**config.mk**
```make
export PLATFORM = sky130hd
export DESIGN_NAME = voice_sequencer
export DESIGN_NICKNAME = d
export VERILOG_FILES = /design/src/rtl/voice_sequencer.sv
export SDC_FILE = /design/constraint.sdc
export NUM_CORES = 1
export LEC_CHECK = 0
export ABC_AREA = 0
export CORE_UTILIZATION = 40
export CTS_CLUSTER_DIAMETER = 150
export DETAILED_ROUTE_END_ITERATION = 16
export GPL_TIMING_DRIVEN = 0
export PLACE_DENSITY = 0.59
export REMOVE_ABC_BUFFERS = 1
export SYNTH_ARGS = -nofsm -noshare
export SYNTH_HDL_FRONTEND = slang
export SYNTH_SLANG_ARGS = --single-unit
```
**constraint.sdc**
```tcl
create_clock -name clk -period 6.07 [get_ports clk]
set_clock_uncertainty 0.1 [all_clocks]
set_input_delay 1.214 -clock clk [delete_from_list [all_inputs] [get_ports clk]]
set_output_delay 1.214 -clock clk [all_outputs]
set_load 0.005 [all_outputs]
```
**src/rtl/voice_sequencer.sv**
```systemverilog
// Voice sequencer: sweeps NUM_VOICES oscillators on each 48 kHz tick and issues right/left wavetable strobes.
// Optional build macro: VOICE_SEQ_SKIP_IDLE_EN (gated-off voices take a single cycle instead of four).
module voice_sequencer #(
    parameter int NUM_VOICES = 8,
    parameter int PHASE_W    = 24
) (
    input  logic                          clk,
    input  logic                          rst,
    input  logic                          tick48k,
    input  logic                          cfg_we,
    input  logic [$clog2(NUM_VOICES)-1:0] cfg_voice,
    input  logic [1:0]                    cfg_sel,
    input  logic [PHASE_W-1:0]            cfg_data,
    output logic [9:0]                    wavetable_r,
    output logic                          wavetable_r_valid,
    output logic [9:0]                    wavetable_l,
    output logic                          wavetable_l_valid,
    output logic [17:0]                   volume,
    output logic                          busy,
    output logic [7:0]                    overrun_count
);

    localparam int VW = $clog2(NUM_VOICES);
    localparam logic [VW-1:0] LAST_V = VW'(NUM_VOICES - 1);

    typedef enum logic [2:0] {
        ST_IDLE  = 3'd0,
        ST_SLOT0 = 3'd1,
        ST_SLOT1 = 3'd2,
        ST_SLOT2 = 3'd3,
        ST_SLOT3 = 3'd4
    } state_t;

    logic [PHASE_W-1:0]    phase_q [NUM_VOICES];
    logic [PHASE_W-1:0]    inc_q   [NUM_VOICES];
    logic [17:0]           vol_q   [NUM_VOICES];
    logic [9:0]            off_q   [NUM_VOICES];
    logic [NUM_VOICES-1:0] gate_q;

    state_t               state_q, state_d;
    logic [VW-1:0]        v_q, v_d;

    // Per-voice working copy taken on SLOT0 entry so mid-slot writes only affect the next sweep
    logic                 snap_gate_q;
    logic [9:0]           snap_addr_q;
    logic [PHASE_W-1:0]   snap_inc_q;
    logic [9:0]           snap_off_q;

    logic [9:0]           wt_r_q, wt_l_q;
    logic                 r_valid_q, l_valid_q;
    logic [17:0]          volume_q;
    logic                 busy_q;
    logic [7:0]           ovr_q;

    logic                 abort_s;
    logic                 step_phase_s;
    logic                 note_on_s;

    assign note_on_s = cfg_we && (cfg_sel == 2'd2) && cfg_data[0] && !gate_q[cfg_voice];

    // Next-state and voice-index logic for the sweep FSM
    always_comb begin
        state_d      = state_q;
        v_d          = v_q;
        abort_s      = 1'b0;
        step_phase_s = 1'b0;
        if (tick48k && (state_q != ST_IDLE)) begin
            abort_s = 1'b1;
            state_d = ST_SLOT0;
            v_d     = '0;
        end else begin
            case (state_q)
                ST_IDLE: begin
                    if (tick48k) begin
                        state_d = ST_SLOT0;
                        v_d     = '0;
                    end else begin
                        state_d = ST_IDLE;
                    end
                end
                ST_SLOT0: begin
`ifdef VOICE_SEQ_SKIP_IDLE_EN
                    if (snap_gate_q) begin
                        state_d = ST_SLOT1;
                    end else if (v_q == LAST_V) begin
                        state_d = ST_IDLE;
                    end else begin
                        state_d = ST_SLOT0;
                        v_d     = v_q + VW'(1);
                    end
`else
                    state_d = ST_SLOT1;
`endif
                end
                ST_SLOT1: state_d = ST_SLOT2;
                ST_SLOT2: state_d = ST_SLOT3;
                ST_SLOT3: begin
                    step_phase_s = snap_gate_q;
                    if (v_q == LAST_V) begin
                        state_d = ST_IDLE;
                    end else begin
                        state_d = ST_SLOT0;
                        v_d     = v_q + VW'(1);
                    end
                end
                default: begin
                    state_d = ST_IDLE;
                    v_d     = '0;
                end
            endcase
        end
    end

    // Register file: config writes, phase advance, note-on clear (the clear is last so it wins)
    always_ff @(posedge clk) begin
        if (rst) begin
            for (int i = 0; i < NUM_VOICES; i++) begin
                phase_q[i] <= '0;
                inc_q[i]   <= '0;
                vol_q[i]   <= '0;
                off_q[i]   <= '0;
            end
            gate_q <= '0;
        end else begin
            if (step_phase_s) begin
                phase_q[v_q] <= phase_q[v_q] + snap_inc_q;
            end
            if (cfg_we) begin
                case (cfg_sel)
                    2'd0: inc_q[cfg_voice] <= cfg_data;
                    2'd1: vol_q[cfg_voice] <= cfg_data[17:0];
                    2'd2: begin
                        gate_q[cfg_voice] <= cfg_data[0];
                        if (note_on_s) begin
                            phase_q[cfg_voice] <= '0;
                        end
                    end
                    2'd3: off_q[cfg_voice] <= cfg_data[9:0];
                    default: ;
                endcase
            end
        end
    end

    // FSM state, snapshots and registered outputs; strobes are decided from the state being entered
    always_ff @(posedge clk) begin
        if (rst) begin
            state_q     <= ST_IDLE;
            v_q         <= '0;
            snap_gate_q <= 1'b0;
            snap_addr_q <= '0;
            snap_inc_q  <= '0;
            snap_off_q  <= '0;
            wt_r_q      <= '0;
            wt_l_q      <= '0;
            r_valid_q   <= 1'b0;
            l_valid_q   <= 1'b0;
            volume_q    <= '0;
            busy_q      <= 1'b0;
            ovr_q       <= '0;
        end else begin
            state_q   <= state_d;
            v_q       <= v_d;
            busy_q    <= (state_d != ST_IDLE);
            r_valid_q <= 1'b0;
            l_valid_q <= 1'b0;
            if (abort_s && (ovr_q != 8'hFF)) begin
                ovr_q <= ovr_q + 8'd1;
            end
            if (state_d == ST_SLOT0) begin
                snap_gate_q <= gate_q[v_d];
                snap_addr_q <= phase_q[v_d][PHASE_W-1 -: 10];
                snap_inc_q  <= inc_q[v_d];
                snap_off_q  <= off_q[v_d];
                if (gate_q[v_d]) begin
                    r_valid_q <= 1'b1;
                    wt_r_q    <= phase_q[v_d][PHASE_W-1 -: 10];
                end
`ifdef VOICE_SEQ_SKIP_IDLE_EN
                if (gate_q[v_d]) begin
                    volume_q <= vol_q[v_d];
                end
`else
                volume_q <= vol_q[v_d];
`endif
            end
            if ((state_d == ST_SLOT2) && snap_gate_q) begin
                l_valid_q <= 1'b1;
                wt_l_q    <= snap_addr_q + snap_off_q;
            end
        end
    end

    assign wavetable_r       = wt_r_q;
    assign wavetable_r_valid = r_valid_q;
    assign wavetable_l       = wt_l_q;
    assign wavetable_l_valid = l_valid_q;
    assign volume            = volume_q;
    assign busy              = busy_q;
    assign overrun_count     = ovr_q;

endmodule

```
==> results.cfg, run 1 <==
[detailed_routing]
wl_per_cell_um = 23.60
vias_per_cell = 5.890
drc_errors = 0
drt-total-wl_mm = 97.62
antenna_left = 0
vias = 24361
drtIter0Drc = 2667
firstDrtPassIters = 8

[cells_and_area]
drive_gt1_share_pct = 12.45
fin_nets = 3081
diodes = 0
fin_util_pct = 47.24
fillers = 7307
area_delta_synth_final_pct = 16.11

[power_and_ir_drop]
ir_drop_mv = 0.1943
total_leakage_power_nw = 13.32
power_density_nw_per_um2 = 280.5
power_w = 0.01072

[logic_synthesis]
synth_seq_cells = 716
syn-mean-instance-area_um2 = 10.94
yosys_warnings = 0
yosysUniqueCellTypes = 70
synth-async-reset-ratio_pct = 0
synth.cell_area_um2 = 32930
synth_seq_area_share_pct = 56.17
synth_edf_count = 416
dominantRegCellSynth = edfxtp_1
synthCells = 3011

[sta]
max_clock_freq_ghz = 0.1880
slew_headroom_pct = 5.615
drv_slew = 0
period_needed_ns = 5.319
fin_crit_sh_pct = 87.63
rsz0062_at_grt = false
finalSetupViolCount = 0
final_hold_viol_count = 0
worst_pin_slew_ns = 1.411

[global_routing]
grt_max_degree = 115
antenna_found_initial = 2
grt_pass1_wl_mm = 147.6
grt_pass1_vias = 24051
overflow = 0
track_usage_pct = 23.39

[critical_path]
worstReg2RegEnd = phase_q[7][23]
critical_path_required_ns = 6.45
critical_path_class = reg2reg
reg2reg_from = v_q[0]
worst_setup_path_end_kind = flip-flop
critPathMaxFanout = 25
rr_worst_depth = 12
ff2ff_setup_slack_ns = 0.75
critical_path_arrival_ns = 5.70
crit_path_start_kind = flip-flop

[clock_tree]
clk_pin_slew_ns = 0.06
clock_sinks = 716
clk_latency_ns = 0.65
htree_levels = 3
cts_root_buf = clkbuf_16
cts_buffers = 78
postCtsSetupRepairBufs = 0
cts_buffer_depth = 3
holdBufCountCts = 0
cts_tree = built
cts_resized = 0

[placement]
port_buffers = 81
post-dp-hpwl_mm = 64.12
gp_congestion = 0.8837

[floorplan]
die_w_um = 288.9
fp.dieArea_um2 = 83480
rows = 104
core_area_um2 = 80940
start_util_pct = 40.69
fp.dieH_um = 288.9
pin_count = 82

[min_path]
worstHoldStart = wavetable_l[3]
holdPathEnd = wavetable_l[3]
whs_path_depth = 2
hold_class = reg2reg

[job]
maxCapViolCount = 0

[outcome]
status = complete, no violations
[how the worst max path moves through the flow]
stage | start | to | cells after the start
floorplan | tick48k | wavetable_r[0] | 6
global placement | tick48k | wavetable_r[8] | 6
detailed placement | v_q[1] | phase_q[7][23] | 12
CTS | v_q[1] | phase_q[7][23] | 12
global route | v_q[1] | phase_q[7][23] | 12
finish | v_q[0] | phase_q[7][23] | 12
[area by class of cell]
cell class	instances	area (µm²)	area share, %
clock buffer	111	2186	5.717
timing repair buffer	168	2112	5.524
multi-input combinational	2021	13590	35.54
inverter	27	106.4	0.2782
tap	1060	1326	3.469
sequential	716	18500	48.38
clock inverter	33	417.9	1.093
[critical path, stage by stage, from the launching register on]
cell and delay [ns]:
dfxtp_1 0.65, nand2_1 0.21, nor2_4 0.74, a22oi_1 0.23
nand4_1 0.22, ha_1 0.26, a21oi_1 0.30, o22ai_1 0.21
a221oi_1 0.66, o31ai_1 0.23, a221oi_1 0.41, xor2_1 0.71
o21ai_0 0.22
[where the power goes]
group / total [W] / internal [W] / switching, W
clock: 0.00480 / 0.00280 / 0.00201
sequential: 0.00538 / 0.00531 / 0.0000734
combinational: 0.000536 / 0.000208 / 0.000329
total: 0.0107 / 0.00831 / 0.00241
[synth_stat cells (8+ instances only)]
master	number	area, µm²
or3_1	18	112.6
nor3_1	14	70.07
buf_1	12	45.04
o21ai_0	76	380.4
dfxtp_1	300	6006
a31oi_1	59	369.1
a311oi_1	52	455.4
a21oi_1	155	775.7
o22ai_1	12	75.07
buf_2	23	115.1
ha_1	34	425.4
xor2_1	15	131.4
edfxtp_1	416	12490
clkbuf_1	203	762.0
nand2_1	305	1145
xnor2_1	10	87.58
nor2_1	260	975.9
mux4_2	106	2387
nand3_1	154	770.7
a211oi_1	26	195.2
or4_1	8	60.06
o21a_1	17	127.6
a21o_1	17	127.6
a22oi_1	108	810.8
inv_1	27	101.4
nand4_1	37	231.5
and2_1	428	2678
[per-layer routing]
layer | vias to the layer above | track usage, % | wire [µm]
li1 | 10974 | - | -
met1 | 12099 | 30.24 | 39820
met2 | 1080 | 39.45 | 47750
met3 | 204 | 4.236 | 7197
met4 | 4 | 7.921 | 2829
met5 | - | 0 | 27
[registers in the layout (all words and copies together) (netlist names), 3 cells and up]
signal,flops
state_q,3
snap_addr_q,10
snap_off_q,10
v_q,3
phase_q,192
wavetable_r,10
snap_inc_q,24
vol_q,144
inc_q,192
gate_q,8
wavetable_l,10
volume,18
off_q,80
overrun_count,8
[cells in the final DEF, fill, tap and decap left out, types with 11 or more instances in the layout]
cell             count
a211oi_1            26
a21o_1              16
a21oi_1            155
a22oi_1            108
a311oi_1            52
a31oi_1             59
and2_1             428
buf_16              16
buf_6               40
buf_8               14
clkbuf_1            22
clkbuf_16           78
clkbuf_8            11
clkdlybuf4s50_1     80
clkinv_2            14
dfxtp_1            300
edfxtp_1           416
ha_1                34
inv_1               26
mux4_2             106
nand2_1            302
nand3_1            154
nand4_1             37
nor2_1             245
nor2_2              12
o21a_1              17
o21ai_0             52
o21ai_1             13
o22ai_1             11
or3_1               18
xor2_1              15
[cell families (layout without fill, tap and decap cells)]
group                      Yosys count  count (layout)  synth area share [%]
adders and majority gates           36              36                 1.413
and+or+nand+nor                   1269            1269                 19.34
DFF                                716             716                 56.17
buffers and inverters              274             339                 3.374
xor gates and xnor gates            25              25                0.6649
AOI/OAI and AO/OA                  575             575                 11.47
muxes                              116             116                 7.565
[per-stage QoR]
step	TNS, ns	instances	instance area [µm²]	hold WS [ns]	worst slack, ns
finish	0	4136	38230	0.3621	0.7506
global route	0	4136	38230	0.3836	0.5168
CTS	0	4136	38230	0.3667	0.8869
detailed placement	0	3992	35630	0.3585	0.8925
global placement	-6875.89	3905	34060	0.3533	-16.28
floorplan	-485.03	2764	31920	0.3422	-6.216
Note: power is estimated with default switching activity, not from simulation.
==> inputs of run 2 (changes only) <==
--- a/config.mk
+++ b/config.mk
@@ -10,7 +10,7 @@
 export CTS_CLUSTER_DIAMETER = 150
 export DETAILED_ROUTE_END_ITERATION = 16
 export GPL_TIMING_DRIVEN = 0
-export PLACE_DENSITY = 0.59
+export PLACE_DENSITY = 0.56
 export REMOVE_ABC_BUFFERS = 1
 export SYNTH_ARGS = -nofsm -noshare
 export SYNTH_HDL_FRONTEND = slang
==> results.cfg, run 2 (synthesized netlist as in run 1, its figures left out) <==
[clock_tree]
clk_latency_ns = 0.63
htree_levels = 3
cts_tree = built
cts_resized = 0
cts_buffer_depth = 3
postCtsSetupRepairBufs = 0
clk_pin_slew_ns = 0.06
cts_buffers = 79
clock_sinks = 716
holdBufCountCts = 0
cts_root_buf = clkbuf_16

[global_routing]
grt_max_degree = 129
overflow = 0
antenna_found_initial = 2
grt.met3_usage_pct = 3.717
grt_use_met1_pct = 30.35
grt_pass1_wl_mm = 148.5
grt_pass1_vias = 23878
met2_usage_pct = 40.36
top_usage_layer = met2
track_usage_pct = 23.70

[critical_path]
max_stage_delay_ns = 0.75
crit_slowest_cell = nor2_4
critical_path_required_ns = 6.46
ff2ff_setup_slack_ns = 0.85
path_cells = nand2_1 -> nor2_4 -> a22oi_1 -> nand4_1 -> ha_1 -> nand4_1 -> o221ai_1 -> a221oi_1 -> o31ai_1 -> a221oi_1 -> xor2_1 -> o21ai_0
critPathMaxFanout = 25
critical_path_arrival_ns = 5.60
worst_setup_path_end_kind = flip-flop
crit_path_start_kind = flip-flop
critical_path_class = reg2reg

[cells_and_area]
final_cells = 4140
drive_gt1_share_pct = 12.44
multi_input_area_um2 = 13590
postLayoutCellArea_um2 = 38330
seqCellArea_um2 = 18500
fillers = 7289
fin_util_pct = 47.35
final_common_cell = and2_1
fin_nets = 3083
layout_common_cells = and2_1 (429), edfxtp_1 (416), nand2_1 (302), dfxtp_1 (300), nor2_1 (245)
largestRegisters = inc_q (192), phase_q (192), vol_q (144)
area_delta_synth_final_pct = 16.39
diodes = 0

[outcome]
status = complete, no violations

[floorplan]
pin_count = 82
fp.dieArea_um2 = 83480
core_area_um2 = 80940
start_util_pct = 40.69
fp.dieH_um = 288.9
rows = 104
die_w_um = 288.9

[detailed_routing]
firstDrtPassIters = 7
drc_errors = 0
vias = 24207
vias_per_cell = 5.847
wl_per_cell_um = 23.98
drtIter0Drc = 2389
antenna_left = 0
drt-total-wl_mm = 99.26

[power_and_ir_drop]
power_frac_comb_pct = 5.1
swShare_pct = 22.38
total_leakage_power_nw = 13.35
power_density_nw_per_um2 = 279.8
p_clk_share_pct = 44.7
p_sw_w = 0.002400
ir_drop_mv = 0.1903
pwr-share-seq_pct = 50.2
p_int_w = 0.008322

[sta]
final_hold_viol_count = 0
worst_pin_slew_ns = 1.438
fin_crit_sh_pct = 85.95
drv_slew = 0
slew_headroom_pct = 3.925
finalSetupViolCount = 0
period_needed_ns = 5.217
rsz0062_at_grt = false
max_clock_freq_ghz = 0.1917

[job]
maxCapViolCount = 0

[placement]
gp_congestion = 0.8918
placed_cells = 3993
port_buffers = 81
post-dp-hpwl_mm = 64.81
dpl_cell_area_um2 = 35710

[min_path]
hold_class = reg2reg
## run 2: cell count changes in the layout (fill, tap and decap cells not counted), moves of 4 or more
cell	change
buf_16	+4
buf_6	-7
buf_8	+4
bufinv_16	-4
clkbuf_16	+6
clkinv_2	-7
## run 2: path summary, 6_finish.rpt
kind	to	start	cells past startpoint
max	phase_q[7][23]	v_q[0]	12
min	wavetable_l[0]	wavetable_l[0]	2
max reg2reg	phase_q[7][23]	v_q[0]	12
min reg2reg	wavetable_l[0]	wavetable_l[0]	2
## run 2: worst max-delay path, delay by kind of cell, from the launching register on
kind	cells	cell delay [ns]
flops	1	0.65
compound gates	6	1.89
fa+ha+maj	1	0.34
simple gates	4	1.44
xor+xnor	1	0.64
## run 2: final cells by class
type,count,area share (%)
multi-input cells,2021,35.47
clock inverters,25,0.6170
flip-flops and latches,716,48.26
inverters,27,0.2775
clock buffers,122,6.196
repair buffers,169,5.716
well taps,1060,3.460
## run 2: routing by layer
layer / share of wire (%) / wire, µm / up-vias
met4: 3.3 / 3244 / 4
met2: 49 / 48510 / 1018
met1: 41 / 40820 / 11962
met3: 6.7 / 6655 / 237
met5: 0.028 / 28 / -
li1: - / - / 10986
## run 2: power groups by stage
stage          clock network (W)  registers [W]  logic (W)
2_1_floorplan                  0        0.00546   0.000273
3_3_place_gp                   0        0.00549   0.000484
3_5_place_dp                   0        0.00549   0.000545
4_1_cts                  0.00488        0.00539   0.000547
5_1_grt                  0.00507        0.00540   0.000586
6_report                 0.00479        0.00538   0.000545
## run 2: stage by stage
step | total power, W | hold WS (ns) | setup TNS, ns | worst slack (ns)
finish | 0.01072 | 0.3614 | 0 | 0.8529
global route | 0.01106 | 0.3794 | 0 | 0.6850
CTS | 0.01081 | 0.3661 | 0 | 0.9685
detailed placement | 0.006035 | 0.3524 | 0 | 0.8368
global placement | 0.005976 | 0.3530 | -7119.27 | -16.43
floorplan | 0.005732 | 0.3422 | -485.03 | -6.216
==> inputs of run 3 (changes only) <==
--- a/config.mk
+++ b/config.mk
@@ -15,3 +15,4 @@
 export SYNTH_ARGS = -nofsm -noshare
 export SYNTH_HDL_FRONTEND = slang
 export SYNTH_SLANG_ARGS = --single-unit
+export TNS_END_PERCENT = 100
==> results of run 3 <==
Same layout as run 2: the final DEF is identical, and so are final timing and power.
